--- src/rtl/appr_mon_pkg.sv ---
// Shared types, default widths and helpers for the approximate-multiplier
// error monitor.
package appr_mon_pkg;

  typedef enum logic [1:0] {
    IDLE  = 2'd0,
    RUN   = 2'd1,
    DRAIN = 2'd2,
    DONE  = 2'd3
  } mon_state_e;

  localparam int MAC_IN_WIDTH_DEF = 9;
  localparam int DUT_LATENCY_DEF  = 2;
  localparam int CNT_W_DEF        = 32;
  localparam int ACC_W_DEF        = 48;

  // Working width of abs_err; callers sign-extend into it and keep the low bits.
  localparam int ABS_W = 64;

  // Magnitude of a signed error. The most negative value cannot occur for a
  // properly sign-extended error, so the unsigned result always fits.
  function automatic logic [ABS_W-1:0] abs_err(input logic signed [ABS_W-1:0] e);
    return (e < 0) ? -e : e;
  endfunction

endpackage

--- src/rtl/appr_delay_line.sv ---
// Shift register of {valid, data} entries. Valid bits are reset and
// clearable; data bits carry no reset since they are only used when valid.
module appr_delay_line #(
  parameter int DEPTH = 2,
  parameter int W     = 18
) (
  input  logic         clk,
  input  logic         rst,
  input  logic         clr,
  input  logic         in_vld,
  input  logic [W-1:0] in_data,
  output logic         out_vld,
  output logic [W-1:0] out_data,
  output logic         any_vld
);

  logic [DEPTH-1:0] vld_q;
  logic [DEPTH-1:0] vld_in;
  logic [W-1:0]     data_q  [DEPTH];
  logic [W-1:0]     data_in [DEPTH];

  // Form the shifted-by-one view of every stage; stage 0 takes the new entry.
  always_comb begin
    vld_in     = '0;
    vld_in[0]  = in_vld;
    data_in[0] = in_data;
    for (int i = 1; i < DEPTH; i++) begin
      vld_in[i]  = vld_q[i-1];
      data_in[i] = data_q[i-1];
    end
  end

  // Valid bits: asynchronous reset plus synchronous clear at run start.
  always_ff @(posedge clk or posedge rst) begin
    if (rst)      vld_q <= '0;
    else if (clr) vld_q <= '0;
    else          vld_q <= vld_in;
  end

  // Data payload shifts unconditionally alongside the valid bits.
  always_ff @(posedge clk) begin
    data_q <= data_in;
  end

  assign out_vld  = vld_q[DEPTH-1];
  assign out_data = data_q[DEPTH-1];
  assign any_vld  = |vld_q;

endmodule

--- src/rtl/appr_err_monitor.sv ---
// Error-statistics monitor for the approximate multiplier: recomputes the
// exact product of each accepted operand pair, lines it up with the result
// returned DUT_LATENCY cycles later and accumulates count/mismatch/sum/max.
module appr_err_monitor
  import appr_mon_pkg::*;
#(
  parameter int MAC_IN_WIDTH = MAC_IN_WIDTH_DEF,
  parameter int DUT_LATENCY  = DUT_LATENCY_DEF,
  parameter int CNT_W        = CNT_W_DEF,
  parameter int ACC_W        = ACC_W_DEF
) (
  input  logic                        clk,
  input  logic                        rst,
  input  logic                        start_i,
  input  logic [CNT_W-1:0]            n_samples_i,
  input  logic                        valid_i,
  input  logic [MAC_IN_WIDTH-1:0]     a_i,
  input  logic [MAC_IN_WIDTH-1:0]     b_i,
  input  logic [2*MAC_IN_WIDTH-1:0]   res_i,
  output logic                        busy_o,
  output logic                        done_o,
  output logic [CNT_W-1:0]            sample_cnt_o,
  output logic [CNT_W-1:0]            mismatch_cnt_o,
  output logic [ACC_W-1:0]            err_sum_o,
  output logic [2*MAC_IN_WIDTH:0]     err_max_o
);

  localparam int MAC_OUT_WIDTH = 2 * MAC_IN_WIDTH;
  localparam int ERR_W         = MAC_OUT_WIDTH + 1;
  localparam int SUM_W         = ((ACC_W > ERR_W) ? ACC_W : ERR_W) + 1;
  localparam logic [ACC_W-1:0] ACC_MAX = '1;

  // Accumulate with clamp at all-ones; the sum is formed wide enough that
  // neither operand width can overflow before the compare.
  function automatic logic [ACC_W-1:0] sat_add(input logic [ACC_W-1:0] acc,
                                               input logic [ERR_W-1:0] inc);
    logic [SUM_W-1:0] s;
    s = SUM_W'(acc) + SUM_W'(inc);
    if (s > SUM_W'(ACC_MAX)) return ACC_MAX;
    return s[ACC_W-1:0];
  endfunction

  mon_state_e       state_q, state_d;
  logic [CNT_W-1:0] n_lat_q;
  logic [CNT_W-1:0] acc_cnt_q;
  logic             accept, last_acc, clr;
  logic             busy_d, done_d;

  logic signed [MAC_OUT_WIDTH-1:0] exact_p0;
  logic                            vld_p1;
  logic [MAC_OUT_WIDTH-1:0]        exact_p1;
  logic                            any_vld;
  logic signed [ERR_W-1:0]         res_ext_p1, exact_ext_p1, err_p1;
  logic [ABS_W-1:0]                abs_full_p1;
  logic [ERR_W-1:0]                err_mag_p1;
  logic [ABS_W-ERR_W-1:0]          unused_abs_hi;

  // ---- stage p0: operand acceptance and exact product ----
  assign exact_p0 = $signed(a_i) * $signed(b_i);

  appr_delay_line #(
    .DEPTH (DUT_LATENCY),
    .W     (MAC_OUT_WIDTH)
  ) u_dly (
    .clk      (clk),
    .rst      (rst),
    .clr      (clr),
    .in_vld   (accept),
    .in_data  (exact_p0),
    .out_vld  (vld_p1),
    .out_data (exact_p1),
    .any_vld  (any_vld)
  );

  // ---- stage p1: delay-line tail meets the returned result ----
  assign res_ext_p1    = ERR_W'($signed(res_i));
  assign exact_ext_p1  = ERR_W'($signed(exact_p1));
  assign err_p1        = res_ext_p1 - exact_ext_p1;
  assign abs_full_p1   = abs_err(ABS_W'(err_p1));
  assign err_mag_p1    = abs_full_p1[ERR_W-1:0];
  assign unused_abs_hi = abs_full_p1[ABS_W-1:ERR_W];

  // Control decode: which pairs are taken, when a run starts, next outputs.
  always_comb begin
    accept   = (state_q == RUN) && valid_i && (acc_cnt_q != n_lat_q);
    last_acc = accept && ((acc_cnt_q + CNT_W'(1)) == n_lat_q);
    clr      = start_i && ((state_q == IDLE) || (state_q == DONE));
    busy_d   = (state_d == RUN) || (state_d == DRAIN);
    done_d   = (state_d == DONE);
  end

  // Next-state logic; a zero-length run skips straight to DONE.
  always_comb begin
    state_d = state_q;
    case (state_q)
      IDLE, DONE: if (start_i) state_d = (n_samples_i == '0) ? DONE : RUN;
      RUN:        if (last_acc) state_d = DRAIN;
      DRAIN:      if (!any_vld) state_d = DONE;
      default:    state_d = IDLE;
    endcase
  end

  // State register with registered busy/done flags.
  always_ff @(posedge clk or posedge rst) begin
    if (rst) begin
      state_q <= IDLE;
      busy_o  <= 1'b0;
      done_o  <= 1'b0;
    end else begin
      state_q <= state_d;
      busy_o  <= busy_d;
      done_o  <= done_d;
    end
  end

  // Run length latch and accepted-pair counter.
  always_ff @(posedge clk or posedge rst) begin
    if (rst) begin
      n_lat_q   <= '0;
      acc_cnt_q <= '0;
    end else if (clr) begin
      n_lat_q   <= n_samples_i;
      acc_cnt_q <= '0;
    end else if (accept) begin
      acc_cnt_q <= acc_cnt_q + CNT_W'(1);
    end
  end

  // Statistics update on every delay-line exit; cleared at run start.
  always_ff @(posedge clk or posedge rst) begin
    if (rst) begin
      sample_cnt_o   <= '0;
      mismatch_cnt_o <= '0;
      err_sum_o      <= '0;
      err_max_o      <= '0;
    end else if (clr) begin
      sample_cnt_o   <= '0;
      mismatch_cnt_o <= '0;
      err_sum_o      <= '0;
      err_max_o      <= '0;
    end else if (vld_p1) begin
      sample_cnt_o <= sample_cnt_o + CNT_W'(1);
      if (err_p1 != '0) mismatch_cnt_o <= mismatch_cnt_o + CNT_W'(1);
      err_sum_o <= sat_add(err_sum_o, err_mag_p1);
      if (err_mag_p1 > err_max_o) err_max_o <= err_mag_p1;
    end
  end

endmodule

--- config.mk ---
export PLATFORM = sky130hd
export DESIGN_NAME = appr_err_monitor
export DESIGN_NICKNAME = d
export VERILOG_FILES = /design/src/rtl/appr_mon_pkg.sv /design/src/rtl/appr_delay_line.sv /design/src/rtl/appr_err_monitor.sv
export SDC_FILE = /design/constraint.sdc
export NUM_CORES = 1
export LEC_CHECK = 0
export BUFFER_PORTS_ARGS = -buffer_cell sky130_fd_sc_hd__buf_2
export CORE_MARGIN = 1
export CORE_UTILIZATION = 25
export CTS_BUF_LIST = sky130_fd_sc_hd__clkbuf_4 sky130_fd_sc_hd__clkbuf_8
export CTS_CLUSTER_DIAMETER = 50
export CTS_CLUSTER_SIZE = 10
export DETAILED_ROUTE_END_ITERATION = 16
export GPL_TIMING_DRIVEN = 0
export MAX_ROUTING_LAYER = met4
export PLACE_DENSITY = 0.42
export SLEW_MARGIN = 5
export SYNTH_ARGS = -nofsm -noshare
export SYNTH_HDL_FRONTEND = slang
export SYNTH_SLANG_ARGS = --single-unit
--- constraint.sdc ---
create_clock -name clk -period 14.97 [get_ports clk]
set_input_delay 2.2455 -clock clk [delete_from_list [all_inputs] [get_ports clk]]
set_output_delay 2.2455 -clock clk [all_outputs]
set_load 0.02 [all_outputs]
==> results of run 1 <==
==> sequential cells by signal, summed over array words and instances, names as in the netlist <==
register / cells
err_sum_o: 48
done_o: 1
sample_cnt_o: 32
busy_o: 1
u_dly.vld_q: 2
n_lat_q: 32
acc_cnt_q: 32
state_q: 2
u_dly.data_in: 18
u_dly.out_data: 18
mismatch_cnt_o: 32
err_max_o: 19
==> worst paths after layout <==
| path | from | endpoint | slack (ps) | depth (start not counted) |
|---|---|---|---|---|
| hold / removal | u_dly.data_in[14] | u_dly.out_data[14] | 330 | 0 |
| hold reg to reg | u_dly.data_in[14] | u_dly.out_data[14] | 330 | 0 |
| min in group asynchronous | rst | sample_cnt_o[30] | 1720 | 2 |
| setup / recovery | res_i[0] | err_sum_o[9] | 6490 | 20 |
| max in group asynchronous | rst | mismatch_cnt_o[19] | 12180 | 3 |
| setup reg to reg | u_dly.out_data[0] | err_sum_o[9] | 8020 | 18 |
==> cells by family after synthesis <==
logic type,after synthesis,share of synthesized area [%]
AOI/OAI and AO/OA,402,15.3
xor gates and xnor gates,149,7.52
adders and majority gates,175,15.7
buffers and inverters,220,4.91
and+or+nand+nor,780,22.1
muxes,21,1.23
DFF,237,33.2
==> critical path: cells and delay by family <==
family | cells | cell delay, ps
AOI/OAI and AO/OA | 6 | 2290
and+or+nand+nor | 5 | 1420
buffers and inverters | 5 | 1580
adders and majority gates | 3 | 980
xor gates and xnor gates | 1 | 370
==> area by class of cell <==
cell class | count | area share (%)
Multi-Input combinational cell | 1527 | 52.3
Clock inverter | 25 | 1.66
Buffer | 82 | 1.62
Sequential cell | 237 | 28.0
Timing Repair Buffer | 196 | 4.89
Clock buffer | 49 | 3.19
Tap cell | 931 | 5.67
Inverter | 138 | 2.56
Antenna cell | 8 | 0.0975
==> per-layer routing <==
metal / part of all wire (%) / GRT usage (%) / vias up / wire length (µm)
met4: 2.9 / 5.09 / 0 / 1640
met3: 6.6 / 4.08 / 76 / 3740
li1: - / - / 7429 / -
met1: 45 / 20.4 / 7606 / 25300
met2: 46 / 26.1 / 364 / 26100
met5: 0 / - / - / 0
==> metrics by stage <==
| step | instances | utilization [%] | instance area (µm²) | power, mW |
|---|---|---|---|---|
| after floorplan | 1984 | - | 17300 | 2.76 |
| after global placement | 3110 | 28.4 | 19500 | 3.43 |
| after detailed placement | 3111 | 28.5 | 19500 | 3.46 |
| after CTS | 3185 | 29.9 | 20500 | 4.24 |
| after global routing | 3193 | 29.9 | 20500 | 4.59 |
| final | 3193 | 29.9 | 20500 | 4.17 |
==> layout by cell type, fill, tap and decap left out, types with 45 or more instances in the layout <==
| cell | n |
|---|---|
| sky130_fd_sc_hd__a21oi_1 | 114 |
| sky130_fd_sc_hd__and2_1 | 47 |
| sky130_fd_sc_hd__buf_2 | 197 |
| sky130_fd_sc_hd__clkbuf_1 | 72 |
| sky130_fd_sc_hd__clkbuf_8 | 46 |
| sky130_fd_sc_hd__dfrtp_1 | 201 |
| sky130_fd_sc_hd__fa_1 | 72 |
| sky130_fd_sc_hd__ha_1 | 103 |
| sky130_fd_sc_hd__inv_1 | 137 |
| sky130_fd_sc_hd__nand2_1 | 257 |
| sky130_fd_sc_hd__nand3_1 | 65 |
| sky130_fd_sc_hd__nor2_1 | 153 |
| sky130_fd_sc_hd__nor3_1 | 45 |
| sky130_fd_sc_hd__o21ai_0 | 83 |
| sky130_fd_sc_hd__xnor2_1 | 62 |
| sky130_fd_sc_hd__xor2_1 | 87 |
==> power groups by stage <==
stage	logic (mW)	clock network [mW]	registers (mW)
2_1_floorplan	1.86	0	0.899
3_3_place_gp	2.55	0	0.880
3_5_place_dp	2.58	0	0.882
4_1_cts	2.60	0.769	0.870
5_1_grt	2.90	0.798	0.885
6_report	2.57	0.737	0.869
==> results.tsv, run 1 <==
stage	metric	value	unit
drt	total DRC errors in the routed layout	0	
yosys	instance count of the mapped netlist	1984	
drt	first-pass detailed-route iteration total	5	
finish	count of fill cells added during filler insertion	7354	
pwr	fraction of power consumed by combinational cells	61.5	%
clock_tree	CTS H-Tree Depth	2	
yosys	Avg Inst Size Synth	8.74	µm²
yosys	top area cells in the synthesized netlist	sky130_fd_sc_hd__dfrtp_1, sky130_fd_sc_hd__fa_1, sky130_fd_sc_hd__ha_1, sky130_fd_sc_hd__nand2_1, sky130_fd_sc_hd__xor2_1	
sta	number of failing hold endpoints at the final stage	0	
global_route	Total Routing Usage GR	16.4	%
die	number of cell rows	96	
global_route	antenna violations before repair	8	
worst_setup_path	cell chain of the critical path	buf_2, inv_1, ha_1, fa_1, nand2b_1, a21bo_2, a211oi_1, nor2_1, o21ai_0, clkbuf_1, nor2_1, xnor2_1, ha_1, a2111oi_0, a21oi_1, nor3_1, or3_1, clkbuf_1, buf_1, a31oi_1	
pwr	net switching fraction of the power	47.9	%
sta	max-slew violation count	0	
clock_tree	CTS Root Buffer Type	sky130_fd_sc_hd__clkbuf_8	
sta	highest achievable clock rate	118	MHz
drt	via count	15500	
worst_setup_path	arrival time worst endpoint	8910	ps
clock_tree	number of setup buffers added after CTS	0	
hold_path	class of the most critical hold timing path	reg -> reg	
finish	total area of sequential cells	0.00575	mm²
clock_tree	Clock Sinks	237	
yosys	leading area contributor after synthesis	sky130_fd_sc_hd__dfrtp_1	
sta	Setup-failing EPs final	0	
pwr	Max IR drop VDD	0.0651	mV
yosys	Mapped Nets	2231	
die	area of the die	0.0704	mm²
pwr	leakage power	9.44	nW
clock_tree	quantity of hold-fixing buffers added after cts	0	
pwr	relative contribution of sequential cells to total power	20.8	%
yosys	count of distinct cell types in the synthesized netlist	79	
yosys	top-area cell type share of the netlist area	29.0	%
drt	initial drt markers	940	
yosys	proportion of synthesized chip area in sequential cells	33.2	%
die	initial cell density of the core	25.3	%
worst_setup_path	critical path capture point type	register	
sta	fin crit share	56.6	%
drt	Post-DRT Antenna Nets	0	
finish	area used by multi-input combinational logic	0.0107	mm²
place	Place WS	5900	ps
die	num ports	205	
yosys	Synth warnings	0	
yosys	list of most frequent post-synthesis cells	sky130_fd_sc_hd__nand2_1, sky130_fd_sc_hd__dfrtp_1, sky130_fd_sc_hd__nor2_1, sky130_fd_sc_hd__inv_1, sky130_fd_sc_hd__a21oi_1	
worst_setup_path	critical path startpoint category	input pin	
worst_setup_path	Req. time, crit path	15400	ps
finish	fraction of final layout cells with drive strength greater than 1	13.4	%
yosys	async set or reset register ratio after synthesis	84.8	%
die	Floorplan Core Area	0.0686	mm²
sta	Worst Slack Setup Final	6490	ps
finish	area delta synth->final	18.4	%
drt	Detailed Route WL	56700	µm
worst_setup_path	worst stage delay on the critical path	640	ps
yosys	cell with the most instances after synthesis	sky130_fd_sc_hd__nand2_1	
sta	aggregate negative setup slack	0	ps
clock_tree	CTS-repair resized insts	0	
clock_tree	cts bufs inserted	42	
worst_setup_path	maximum fanout along the worst path	10	
clock_tree	TritonCTS clock tree	yes	
yosys	number of flops mapped to enable cells by yosys	0	
sta	Setup Skew	36.1	ps
sta	final-layout worst hold slack	326	ps
yosys	Synth Flop Type	sky130_fd_sc_hd__dfrtp_1	
sta	unrepaired setup endpoints after global routing	false	
finish	final layout net count	2471	
worst_setup_path	standard cell with the maximum stage delay on the critical path	sky130_fd_sc_hd__nor3_1	
drt	via/cell ratio	4.85	
yosys	Cell Area, Synth	0.0173	mm²
pwr	net switching component of the power	2.00	mW
pwr	part of the total power dissipated in the clock network	17.7	%
pwr	total power divided by cell area	203	mW/mm²
pwr	Pint	2.18	mW
clock_tree	clk buf depth	3	
outcome	outcome	completed	
global_route	global-route congestion overflow total	0	
global_route	maximum number of pins on one net before global-route repair	109	
sta	final period demand of the worst path	8480	ps
sta	actual slew at the worst max-slew pin	1230	ps
die	die extent in x	265	µm
flow_run	number of max-cap violations	0	
place	half-perimeter wire length after placement	44100	µm
global_route	first-pass GRT wire length	88000	µm
sta	normalized max-slew margin	17.3	%
clock_tree	CTS clk-pin slew, worst paths	70	ps
drt	per-cell routed wire length	17.8	µm
worst_setup_path	critical path start-end classification	in -> reg	
yosys	count of state elements after synthesis	237	
clock_tree	insertion delay of the later-clocked pin in the worst-skew pair	600	ps
place	Routability Congestion	0.880	
global_route	number of global-route vias before repair	15500	
place	number of I/O port buffers	195	
die	y dimension of the die	265	µm
No activity file was read; power rests on OpenSTA's default activity.
==> run 2, diff against run 1 <==
PLACE_DENSITY = 0.43   (was 0.42)
clock period = 6.85 ns   (was 14.97 ns; I/O delays follow)
==> run 2 against run 1 <==
Compared with the run above:
- count of clock-buffer cells in the layout grew 7
- clock skew fell by 7.4 ps
- largest cell class unchanged
- critical path depth rose by 3
- wire length fell by 0.40%
- global-route usage about the same
- power rose by 120%
- final area grew 0.55%
- cell count barely moved
- hold slack worse by 4.2 ps
- critical path type unchanged
- via count is 1.2% lower
- critical endpoint is now err_sum_o[28]
- core utilization is 0.17 points higher
- register-to-register slack worse by 7300 ps
==> results.tsv, run 2 (synthesized netlist as in run 1, its figures left out) <==
stage	metric	value	unit	change
clock_tree	cts bufs inserted	42		unchanged
sta	number of failing hold endpoints at the final stage	0		unchanged
place	half-perimeter wire length after placement	44000	µm	-0.35%
clock_tree	CTS H-Tree Depth	2		unchanged
drt	Post-DRT Antenna Nets	0		unchanged
clock_tree	quantity of hold-fixing buffers added after cts	0		unchanged
drt	via/cell ratio	4.79		-1.3%
drt	total DRC errors in the routed layout	0		unchanged
global_route	number of global-route vias before repair	15300		-1.3%
outcome	outcome	completed		
die	number of cell rows	96		unchanged
drt	Detailed Route WL	56500	µm	-0.40%
drt	per-cell routed wire length	17.7	µm	-0.46%
finish	count of fill cells added during filler insertion	7285		-0.94%
finish	final layout net count	2471		unchanged
place	Post-Place Cells	3111		unchanged
global_route	maximum number of pins on one net before global-route repair	109		unchanged
pwr	Max IR drop VDD	0.152	mV	+130%
worst_setup_path	CP bufs+invs	5		unchanged
worst_setup_path	critical path start-end classification	in -> reg		
finish	most common cell after layout, fill and taps aside	sky130_fd_sc_hd__nand2_1		
global_route	Total Routing Usage GR	16.4	%	-0.032 points
global_route	global-route congestion overflow total	0		unchanged
finish	commonest non-fill, non-tap cells in the layout	sky130_fd_sc_hd__nand2_1, sky130_fd_sc_hd__dfrtp_1, sky130_fd_sc_hd__buf_2		
place	Routability Congestion	0.895		+1.6%
flow_run	number of max-cap violations	0		unchanged
worst_setup_path	CP delay by family, top	compound AO/OA/AOI/OAI gates		
sta	max-slew violation count	0		unchanged
finish	area delta synth->final	19.1	%	
hold_path	class of the most critical hold timing path	reg -> reg		
clock_tree	TritonCTS clock tree	yes		
global_route	first-pass GRT wire length	88100	µm	about the same
finish	register with the highest flop count	err_sum_o		
clock_tree	CTS Root Buffer Type	sky130_fd_sc_hd__clkbuf_8		
finish	final core area utilization	30.1	%	+0.17 points
sta	normalized max-slew margin	31.2	%	+14 points
pwr	total power divided by cell area	448	mW/mm²	+120%
die	initial cell density of the core	25.3	%	unchanged
drt	first-pass detailed-route iteration total	7		+2
sta	highest achievable clock rate	157	MHz	
clock_tree	number of setup buffers added after CTS	0		unchanged
clock_tree	CTS clk-pin slew, worst paths	60	ps	about the same
pwr	leakage power	9.50	nW	+0.61%
sta	Setup-failing EPs final	0		unchanged
sta	unrepaired setup endpoints after global routing	false		
worst_setup_path	maximum fanout along the worst path	10		unchanged
global_route	antenna violations before repair	7		-1
clock_tree	Clock Sinks	237		unchanged
worst_setup_path	critical path capture point type	register		
sta	final period demand of the worst path	6360	ps	
die	die extent in x	265	µm	unchanged
clock_tree	insertion delay of the later-clocked pin in the worst-skew pair	610	ps	about the same
worst_setup_path	Req. time, crit path	7280	ps	-8120 ps
sta	actual slew at the worst max-slew pin	1030	ps	-198 ps
sta	Setup Skew	28.7	ps	-7.35 ps
worst_setup_path	standard cell with the maximum stage delay on the critical path	sky130_fd_sc_hd__nor3_2		
clock_tree	clk buf depth	3		unchanged
finish	fraction of final layout cells with drive strength greater than 1	14.0	%	+0.60 points
die	Floorplan Core Area	0.0686	mm²	unchanged
die	num ports	205		unchanged
worst_setup_path	worst stage delay on the critical path	540	ps	-100 ps
worst_setup_path	critical path startpoint category	input pin		
sta	final-layout worst hold slack	322	ps	-4.20 ps
place	number of I/O port buffers	195		unchanged
drt	via count	15300		-1.2%
worst_setup_path	arrival time worst endpoint	6790	ps	-2120 ps
die	area of the die	0.0704	mm²	unchanged
pwr	power after layout	9.25	mW	+120%
worst_setup_path	cell chain of the critical path	buf_2, inv_1, ha_1, fa_1, nand2b_1, a21bo_2, a211oi_1, nor2_1, o21ai_1, clkbuf_2, nor2_1, a21oi_1, inv_1, fa_1, nor2b_1, o21a_1, o21ai_0, a21oi_1, nor3_2, nor3_2, and2_0, clkbuf_1, a311oi_1		
clock_tree	CTS-repair resized insts	6		+6
finish	final non-filler cell total	3195		+0.063%
sta	fin crit share	92.8	%	
die	y dimension of the die	265	µm	unchanged
finish	max reg flops	48		unchanged
drt	initial drt markers	977		+3.9%
## run 2: cell types whose count changed in the layout (fill, tap and decap cells not counted), moves of 2 or more
cell / change
sky130_fd_sc_hd__a2111oi_0: -2
sky130_fd_sc_hd__bufinv_16: +2
sky130_fd_sc_hd__clkbuf_1: -3
sky130_fd_sc_hd__clkbuf_2: +3
sky130_fd_sc_hd__clkbuf_4: +6
sky130_fd_sc_hd__clkinvlp_4: -2
sky130_fd_sc_hd__inv_6: -3
sky130_fd_sc_hd__nor3_1: -4
sky130_fd_sc_hd__nor3_2: +4
## run 2: power by group
part	internal [mW]	leakage (nW)	switching [mW]
Sequential	1.71	3.03	0.191
Clock	1.03	0.544	0.681
Combinational	2.13	5.93	3.50
## run 2: worst reg2reg max path, stage by stage (launching register included)
cell and delay, ps:
sky130_fd_sc_hd__dfxtp_1 310, sky130_fd_sc_hd__ha_1 190, sky130_fd_sc_hd__fa_1 410, sky130_fd_sc_hd__nand2b_1 200, sky130_fd_sc_hd__a21bo_2 230, sky130_fd_sc_hd__a211oi_1 430
sky130_fd_sc_hd__nor2_1 180, sky130_fd_sc_hd__o21ai_1 360, sky130_fd_sc_hd__clkbuf_2 310, sky130_fd_sc_hd__nor2_1 60, sky130_fd_sc_hd__a21oi_1 440, sky130_fd_sc_hd__inv_1 140
sky130_fd_sc_hd__fa_1 450, sky130_fd_sc_hd__nor2b_1 130, sky130_fd_sc_hd__o21a_1 130, sky130_fd_sc_hd__o21ai_0 140, sky130_fd_sc_hd__a21oi_1 400, sky130_fd_sc_hd__nor3_2 170
sky130_fd_sc_hd__nor3_2 540, sky130_fd_sc_hd__and2_0 200, sky130_fd_sc_hd__clkbuf_1 340, sky130_fd_sc_hd__a311oi_1 160
## run 2: routing by layer
| layer | track usage (%) | wire length (µm) | up-vias |
|---|---|---|---|
| met4 | 4.91 | 1550 | 0 |
| met2 | 25.9 | 25700 | 348 |
| li1 | - | - | 7428 |
| met3 | 4.02 | 3730 | 77 |
| met5 | - | 0 | - |
| met1 | 20.6 | 25500 | 7436 |
## run 2: cell type report
cell class | count | area, µm² | share of cell area (%)
Inverter | 138 | 526 | 2.54
Clock inverter | 21 | 354 | 1.71
Antenna cell | 7 | 17.5 | 0.0848
Tap cell | 931 | 1160 | 5.64
Timing Repair Buffer | 196 | 1000 | 4.86
Clock buffer | 56 | 714 | 3.46
Sequential cell | 237 | 5750 | 27.8
Buffer | 82 | 338 | 1.64
Multi-Input combinational cell | 1527 | 10800 | 52.2
## run 2: per-stage QoR
| step | setup TNS, ps | instance area (µm²) | worst slack, ps |
|---|---|---|---|
| after floorplan | 0 | 17300 | 340 |
| after global placement | -574100 | 19500 | -2740 |
| after detailed placement | -33020 | 19500 | -1050 |
| after CTS | 0 | 20600 | 90.9 |
| after global routing | 0 | 20600 | 58.2 |
| final | 0 | 20600 | 494 |
## run 2: path summary, 6_finish.rpt
kind                                   start  slack (ps)  cells after the start                  to
setup / recovery                    res_i[0]         490                     23       err_sum_o[28]
max in group asynchronous                rst        5240                      3  mismatch_cnt_o[28]
hold reg to reg             u_dly.data_in[6]         320                      0   u_dly.out_data[6]
hold / removal              u_dly.data_in[6]         320                      0   u_dly.out_data[6]
min in group asynchronous                rst         560                      2    sample_cnt_o[26]
setup reg to reg           u_dly.out_data[0]         760                     21       err_sum_o[28]
